==> src/rtl/sm_arith_pkg.sv <==
// rtl/sm_arith_pkg.sv - shared op codes and sign-magnitude/two's-complement helpers
package sm_arith_pkg;

    localparam logic OP_ADD = 1'b0;
    localparam logic OP_SUB = 1'b1;

    // Helpers work on a fixed wide carrier; callers pass their width and cast the result down.
    localparam int MAX_W = 64;

    function automatic logic [MAX_W:0] sm_to_tc_f(input logic [MAX_W-1:0] sm, input int w);
        logic [MAX_W:0] mag;
        logic           neg;
        mag = '0;
        neg = 1'b0;
        for (int i = 0; i < MAX_W; i++) begin
            if (i < w - 1) mag[i] = sm[i];
            if (i == w - 1) neg = sm[i];
        end
        return neg ? -mag : mag;
    endfunction

    function automatic logic [MAX_W:0] tc_to_mag_f(input logic [MAX_W:0] tc, input int w);
        logic [MAX_W:0] ext;
        logic           neg;
        ext = tc;
        neg = 1'b0;
        for (int i = 0; i <= MAX_W; i++) begin
            if (i == w) neg = tc[i];
        end
        for (int i = 0; i <= MAX_W; i++) begin
            if (i > w) ext[i] = neg;
        end
        return neg ? -ext : ext;
    endfunction

endpackage

==> src/rtl/sm_arith_unit_if.sv <==
// rtl/sm_arith_unit_if.sv - operand/result handshake bundle for sm_arith_unit
interface sm_arith_unit_if #(
    parameter int WIDTH = 8
);
    logic             in_valid;
    logic             in_ready;
    logic [WIDTH-1:0] in_a;
    logic [WIDTH-1:0] in_b;
    logic             in_op;
    logic             out_valid;
    logic             out_ready;
    logic [WIDTH-1:0] out_res;
    logic             out_ovf;
    logic             out_zero;

    modport master (
        output in_valid, in_a, in_b, in_op, out_ready,
        input  in_ready, out_valid, out_res, out_ovf, out_zero
    );

    modport slave (
        input  in_valid, in_a, in_b, in_op, out_ready,
        output in_ready, out_valid, out_res, out_ovf, out_zero
    );
endinterface

==> src/rtl/sm_to_tc.sv <==
// rtl/sm_to_tc.sv - sign-magnitude to (WIDTH+1)-bit two's-complement converter
module sm_to_tc
    import sm_arith_pkg::*;
#(
    parameter int WIDTH = 8
) (
    input  logic [WIDTH-1:0] sm,
    output logic [WIDTH:0]   tc
);
    // Negative zero maps to +0 because -0 is 0 in two's complement.
    assign tc = (WIDTH+1)'(sm_to_tc_f(MAX_W'(sm), WIDTH));
endmodule

==> src/rtl/sm_arith_unit.sv <==
// rtl/sm_arith_unit.sv - two-stage sign-magnitude add/sub with saturate/wrap and overflow status
module sm_arith_unit
    import sm_arith_pkg::*;
#(
    parameter int WIDTH = 8,
    parameter bit SAT   = 1'b1,
    parameter int CNT_W = 8
) (
    input  logic             clk,
    input  logic             rst_n,
    sm_arith_unit_if.slave   bus,
    input  logic             clr_sticky,
    output logic             ovf_sticky,
    output logic [CNT_W-1:0] ovf_count
);
    localparam logic [WIDTH-2:0] MAXM = '1;

    logic [WIDTH:0]   a_tc;
    logic [WIDTH:0]   b_tc;
    logic [WIDTH:0]   sum;
    logic             s1_valid;
    logic [WIDTH:0]   s1_r;
    logic             s2_valid;
    logic [WIDTH-1:0] s2_res;
    logic             s2_ovf;
    logic             s2_zero;
    logic             s1_en;
    logic             s2_en;
    logic [WIDTH-1:0] r_abs;
    logic             r_ovf;
    logic [WIDTH-2:0] mag;
    logic             res_sign;
    logic             hs_ovf;

    sm_to_tc #(.WIDTH(WIDTH)) u_a_conv (.sm(bus.in_a), .tc(a_tc));
    sm_to_tc #(.WIDTH(WIDTH)) u_b_conv (.sm(bus.in_b), .tc(b_tc));

    // WIDTH+1 bits hold +-2*MAXM exactly, so the add itself never overflows.
    assign sum = (bus.in_op == OP_SUB) ? (a_tc - b_tc) : (a_tc + b_tc);

    assign s2_en        = !s2_valid || bus.out_ready;
    assign s1_en        = !s1_valid || s2_en;
    assign bus.in_ready = s1_en;

    // |R| peaks at 2*MAXM, so its top bit alone flags magnitude overflow.
    assign r_abs    = WIDTH'(tc_to_mag_f((MAX_W+1)'(s1_r), WIDTH));
    assign r_ovf    = r_abs[WIDTH-1];
    assign mag      = (r_ovf && SAT) ? MAXM : r_abs[WIDTH-2:0];
    assign res_sign = s1_r[WIDTH] && (mag != '0);

    always_ff @(posedge clk or negedge rst_n) begin
        if (!rst_n) begin
            s1_valid <= 1'b0;
            s1_r     <= '0;
            s2_valid <= 1'b0;
            s2_res   <= '0;
            s2_ovf   <= 1'b0;
            s2_zero  <= 1'b0;
        end else begin
            if (s1_en) begin
                s1_valid <= bus.in_valid;
                if (bus.in_valid) s1_r <= sum;
            end
            if (s2_en) begin
                s2_valid <= s1_valid;
                if (s1_valid) begin
                    s2_res  <= {res_sign, mag};
                    s2_ovf  <= r_ovf;
                    s2_zero <= (mag == '0);
                end
            end
        end
    end

    assign bus.out_valid = s2_valid;
    assign bus.out_res   = s2_res;
    assign bus.out_ovf   = s2_ovf;
    assign bus.out_zero  = s2_zero;

    assign hs_ovf = s2_valid && bus.out_ready && s2_ovf;

    // An overflowing delivery beats a simultaneous clear: the clear applies first, then the event counts.
    always_ff @(posedge clk or negedge rst_n) begin
        if (!rst_n) begin
            ovf_sticky <= 1'b0;
            ovf_count  <= '0;
        end else if (hs_ovf) begin
            ovf_sticky <= 1'b1;
            if (clr_sticky) begin
                ovf_count <= CNT_W'(1);
            end else if (ovf_count != '1) begin
                ovf_count <= ovf_count + 1'b1;
            end
        end else if (clr_sticky) begin
            ovf_sticky <= 1'b0;
            ovf_count  <= '0;
        end
    end
endmodule

==> src/flat_wrapper.sv <==
// flat-port wrapper written by rule: the top's interface ports become plain ports
module sm_arith_unit_flat import sm_arith_pkg::*;
#(
    parameter int WIDTH = 8,
    parameter bit SAT   = 1'b1,
    parameter int CNT_W = 8
)
  (clk, rst_n, clr_sticky, ovf_sticky, ovf_count, bus_in_valid, bus_in_a, bus_in_b, bus_in_op, bus_out_ready, bus_in_ready, bus_out_valid, bus_out_res, bus_out_ovf, bus_out_zero);
  sm_arith_unit_if #(.WIDTH(WIDTH)) bus_i ();
  input  logic clk;
  input  logic rst_n;
  input  logic clr_sticky;
  output logic ovf_sticky;
  output logic [CNT_W-1:0] ovf_count;
  input wire logic [$bits(bus_i.in_valid)-1:0] bus_in_valid;
  input wire logic [$bits(bus_i.in_a)-1:0] bus_in_a;
  input wire logic [$bits(bus_i.in_b)-1:0] bus_in_b;
  input wire logic [$bits(bus_i.in_op)-1:0] bus_in_op;
  input wire logic [$bits(bus_i.out_ready)-1:0] bus_out_ready;
  output wire logic [$bits(bus_i.in_ready)-1:0] bus_in_ready;
  output wire logic [$bits(bus_i.out_valid)-1:0] bus_out_valid;
  output wire logic [$bits(bus_i.out_res)-1:0] bus_out_res;
  output wire logic [$bits(bus_i.out_ovf)-1:0] bus_out_ovf;
  output wire logic [$bits(bus_i.out_zero)-1:0] bus_out_zero;
  assign bus_i.in_valid = bus_in_valid;
  assign bus_i.in_a = bus_in_a;
  assign bus_i.in_b = bus_in_b;
  assign bus_i.in_op = bus_in_op;
  assign bus_i.out_ready = bus_out_ready;
  assign bus_in_ready = bus_i.in_ready;
  assign bus_out_valid = bus_i.out_valid;
  assign bus_out_res = bus_i.out_res;
  assign bus_out_ovf = bus_i.out_ovf;
  assign bus_out_zero = bus_i.out_zero;
  sm_arith_unit #(.WIDTH(WIDTH), .SAT(SAT), .CNT_W(CNT_W)) u_core (.clk(clk), .rst_n(rst_n), .bus(bus_i), .clr_sticky(clr_sticky), .ovf_sticky(ovf_sticky), .ovf_count(ovf_count));
endmodule
==> config.mk <==
export PLATFORM = sky130hd
export DESIGN_NAME = sm_arith_unit_flat
export DESIGN_NICKNAME = d
export VERILOG_FILES = /design/src/rtl/sm_arith_pkg.sv /design/src/rtl/sm_arith_unit_if.sv /design/src/rtl/sm_to_tc.sv /design/src/rtl/sm_arith_unit.sv /design/src/flat_wrapper.sv
export SDC_FILE = /design/constraint.sdc
export NUM_CORES = 1
export LEC_CHECK = 0
export CAP_MARGIN = 30
export CORE_MARGIN = 2
export CORE_UTILIZATION = 30
export CTS_CLUSTER_DIAMETER = 200
export DETAILED_ROUTE_END_ITERATION = 8
export DONT_BUFFER_PORTS = 1
export HOLD_SLACK_MARGIN = 0.05
export PLACE_DENSITY = 0.49
export SLEW_MARGIN = 15
export SYNTH_ARGS = -nofsm -noshare
export SYNTH_HDL_FRONTEND = slang
export SYNTH_HIERARCHICAL = 1
export SYNTH_SLANG_ARGS = --single-unit
==> constraint.sdc <==
create_clock -name clk -period 2 [get_ports clk]
set_clock_uncertainty 0.2 [all_clocks]
set_input_delay 0.3 -clock clk [delete_from_list [all_inputs] [get_ports clk]]
set_output_delay 0.3 -clock clk [all_outputs]
set_load 0.03 [all_outputs]
==> impl_metrics.csv <==
group,metric,value,unit
outcome,status,"finished, violations left",
outcome,failed_checks,"setup timing",
sta,fin_crit_sh,128,%
detailed_routing,drtIter0Drc,96,
power_and_ir_drop,netSwitchingFraction,39.1,%
detailed_routing,ant_nets,0,
final_layout,multi_input_area,1740,um2
detailed_routing,post_drt_wl_per_cell,13.0,um
floorplan,rows,32,
synth,synth_cell_types,55,
power_and_ir_drop,finalPower,3350,uW
synth,ys_seq_elements,30,
synth,yosysTopAreaCell,"dfrtp_1",
synth,synth_compound_area_share,17.2,%
worst_setup_path,critPathKind,"primary input to flip-flop",
worst_setup_path,r2r_end,"u_core/bus.out_zero$_DFFE_PN0P_",
min_path,hold_start,"bus_in_b[0]",
cts,clk_latency,0.28,ns
detailed_routing,via_per_inst,4.76,
final_layout,antenna_cells,0,
power_and_ir_drop,comb_power_share,50.1,%
grt,grt_pass1_vias,2123,
sta,slew-limit-headroom,63.9,%
synth,synth-simple-area-share,22.6,%
worst_setup_path,cp_data_arrival_time,2.50,ns
synth,avgSynthCellArea,9.06,um2
synth,synth-edff-count,0,
synth,ys.flop_type,"dfrtp_1",
synth,synth_top_family_by_area,"simple AND/OR/NAND/NOR gates",
min_path,holdPathEnd,"u_core/s1_r[0]$_DFFE_PN0P_",
power_and_ir_drop,clock_power_share,16.9,%
place,hpwl,4.29,mm
grt,grt_pass1_wl,9.54,mm
grt,grt_max_degree,31,
detailed_routing,post-route-drc-count,0,
sta,max_freq,0.391,GHz
worst_setup_path,worst_setup_path_end_kind,"flip-flop",
min_path,holdPathStages,2,
cts,ctsHtreeMaxLevel,2,
power_and_ir_drop,cellPowerDensity,985,nW/um2
floorplan,start_util,30.7,%
power_and_ir_drop,pwr-share-seq,33.0,%
worst_setup_path,startpoint_type,"primary input",
floorplan,ios,43,
floorplan,die_y,92.4,um
power_and_ir_drop,p_sw,1310,uW
worst_setup_path,r2r_cells,6,
worst_setup_path,timing.rr.start,"u_core/s1_r[5]$_DFFE_PN0P_",
sta,setup_slack,-0.557,ns
synth,seq_area_frac_synth,32.0,%
sta,timing.hold.ws,0.104,ns
final_layout,drive_above_1_share,42.2,%
synth,synthArstFlopShare,100,%
sta,rsz0062_at_grt,"true",
final_layout,syn2layout_area_growth,44.9,%
place,place_ws,-0.908,ns
final_layout,regArea,753,um2
floorplan,core,7650,um2
power_and_ir_drop,ir_drop,307,uV
power_and_ir_drop,p_leak,0.00148,uW
floorplan,die_x,92.4,um
job,max_cap_viol_count,0,
sta,period_needed,2.56,ns
synth,yosys.area_share.adder,7.79,%
synth,synth_top_area_share,32.0,%
cts,cts_buffers,5,
sta,drv_slew,0,
synth,ys_warn_count,6,
cts,cts_max_path_buffers,2,
synth,netlist_top_cells_area,"dfrtp_1, xnor2_1, ha_1",
cts,cts_tree,"yes",
final_layout,layout.nets,364,
sta,report.final.hold_viol_count,0,
synth,synth_xor_area_share,11.6,%
sta,setup_violations,12,
place,numPortBuffers,0,
power_and_ir_drop,p_int,2040,uW
sta,tightestPinTransition,0.541,ns
min_path,hp-class,"primary input to flip-flop",
cts,root_buffer,"clkbuf_8",
synth,synth_area,2350,um2
synth,syn_inst,259,
cts,cts_sinks,30,
worst_setup_path,crit_required,1.94,ns
detailed_routing,vias,2053,
worst_setup_path,worstPathMaxFanout,6,
synth,synth_mux_area_share,2.77,%
synth,yosysMostFrequentCell,"dfrtp_1",
floorplan,dieArea,8540,um2
synth,synth_commonest_cells,"dfrtp_1, nand2_1, xnor2_1",
grt,groute.usage.overall,13.7,%
cts,path_clk_slew,0.06,ns
final_layout,fill_cells,753,
detailed_routing,routed_wl,5.60,mm
worst_setup_path,rrSetupSlack,-0.10,ns
detailed_routing,drtPass1Iterations,4,
grt,antenna_found_initial,0,
synth,synthesis.nets,295,
grt,grt-ovfl-total,0,
final_layout,final_core_util,44.5,%
place,gp_congestion,0.773,
==> kinds of logic after synthesis <==
group                      after synthesis
adders and majority gates               14
xor gates and xnor gates                31
DFF                                     30
and+or+nand+nor                         92
buffers and inverters                   31
muxes                                    6
AOI/OAI and AO/OA                       55
==> metrics by stage <==
stage | setup TNS (ns) | cell area (um2) | instances
finish | -3.19 | 3400 | 431
global route | -4.33 | 3400 | 431
CTS | -3.48 | 3190 | 424
detailed placement | -5.87 | 2950 | 407
global placement | -5.71 | 2950 | 407
floorplan | -4.05 | 2460 | 259
==> placed cells by master (no fill, tap or decap), types with 3 or more instances in the layout <==
cell	instances
buf_4	66
dfrtp_1	28
nand2_1	20
xnor2_1	18
nor2_1	17
inv_1	16
o21ai_0	11
clkbuf_8	8
nand2b_1	8
xor2_1	7
ha_1	7
o21ai_1	5
nand3_1	5
nor3_2	4
a21oi_2	4
nand2_2	4
o22a_1	4
o21a_1	4
xnor2_2	4
ha_4	4
dlygate4sd3_1	4
or3_4	4
o31a_1	4
nor3_1	3
nand3b_1	3
a31oi_1	3
o21ai_2	3
==> power groups by stage <==
stage | combinational, uW | clock [uW] | sequential [uW]
after floorplan | 875 | 0 | 1140
after global placement | 1390 | 0 | 1110
after detailed placement | 1410 | 0 | 1110
after CTS | 1490 | 583 | 1100
after global routing | 1850 | 616 | 1140
final | 1680 | 564 | 1110
==> worst max-delay path by stage <==
stage | from | endpoint | slack (ns) | cells after the start
after floorplan | bus_in_b[0] | u_core/s1_r[7]$_DFFE_PN0P_ | -0.77 | 15
after global placement | bus_in_b[0] | u_core/s1_r[7]$_DFFE_PN0P_ | -0.91 | 15
after detailed placement | bus_in_b[0] | u_core/s1_r[7]$_DFFE_PN0P_ | -0.91 | 15
after CTS | bus_in_b[1] | u_core/s1_r[7]$_DFFE_PN0P_ | -0.57 | 15
after global routing | bus_in_b[0] | u_core/s1_r[6]$_DFFE_PN0P_ | -0.67 | 15
final | bus_in_b[0] | u_core/s1_r[6]$_DFFE_PN0P_ | -0.56 | 15
==> worst max-delay path, stage by stage <==
cell and delay (ns):
inv_8 0.01, ha_4 0.25, nand2_4 0.05, o21ai_4 0.06, inv_2 0.06, ha_4 0.20, mux2_4 0.28, buf_6 0.12
fa_2 0.41, nor2b_4 0.15, o2111ai_2 0.13, nand4b_1 0.16, buf_4 0.14, xnor2_2 0.09, o21ai_1 0.07
==> area by class of cell <==
cell class | instances | share of cell area (%)
multi-input combinational | 198 | 51.0
sequential | 30 | 22.2
timing repair buffer | 73 | 17.0
tap | 102 | 3.75
clock buffer | 8 | 3.24
inverter | 20 | 2.80
==> what timing repair did <==
action	CTS	global route
setup buffers	4	7
pin swaps	16	20
endpoints found under the setup margin	10	23
endpoints found under the hold margin	41	0
hold buffers	5	0
resized for setup	9	32
==> routing by layer <==
metal  global-route usage [%]  routed length (um)  vias up
met2                     23.9                2790       49
met1                     16.3                2480      956
met5                        0                   0        -
met4                     4.98                  75        0
li1                         -                   -     1042
met3                     3.50                 254        6
==> sequential cells by signal, summed over array words and instances, names as in the netlist <==
name,count
u_core/bus.out_zero,1
u_core/s1_r,9
u_core/bus.out_ovf,1
u_core/ovf_count,8
u_core/bus.out_valid,1
u_core/bus.out_res,8
u_core/s1_valid,1
u_core/ovf_sticky,1
Note: power is estimated with default switching activity, not from simulation.
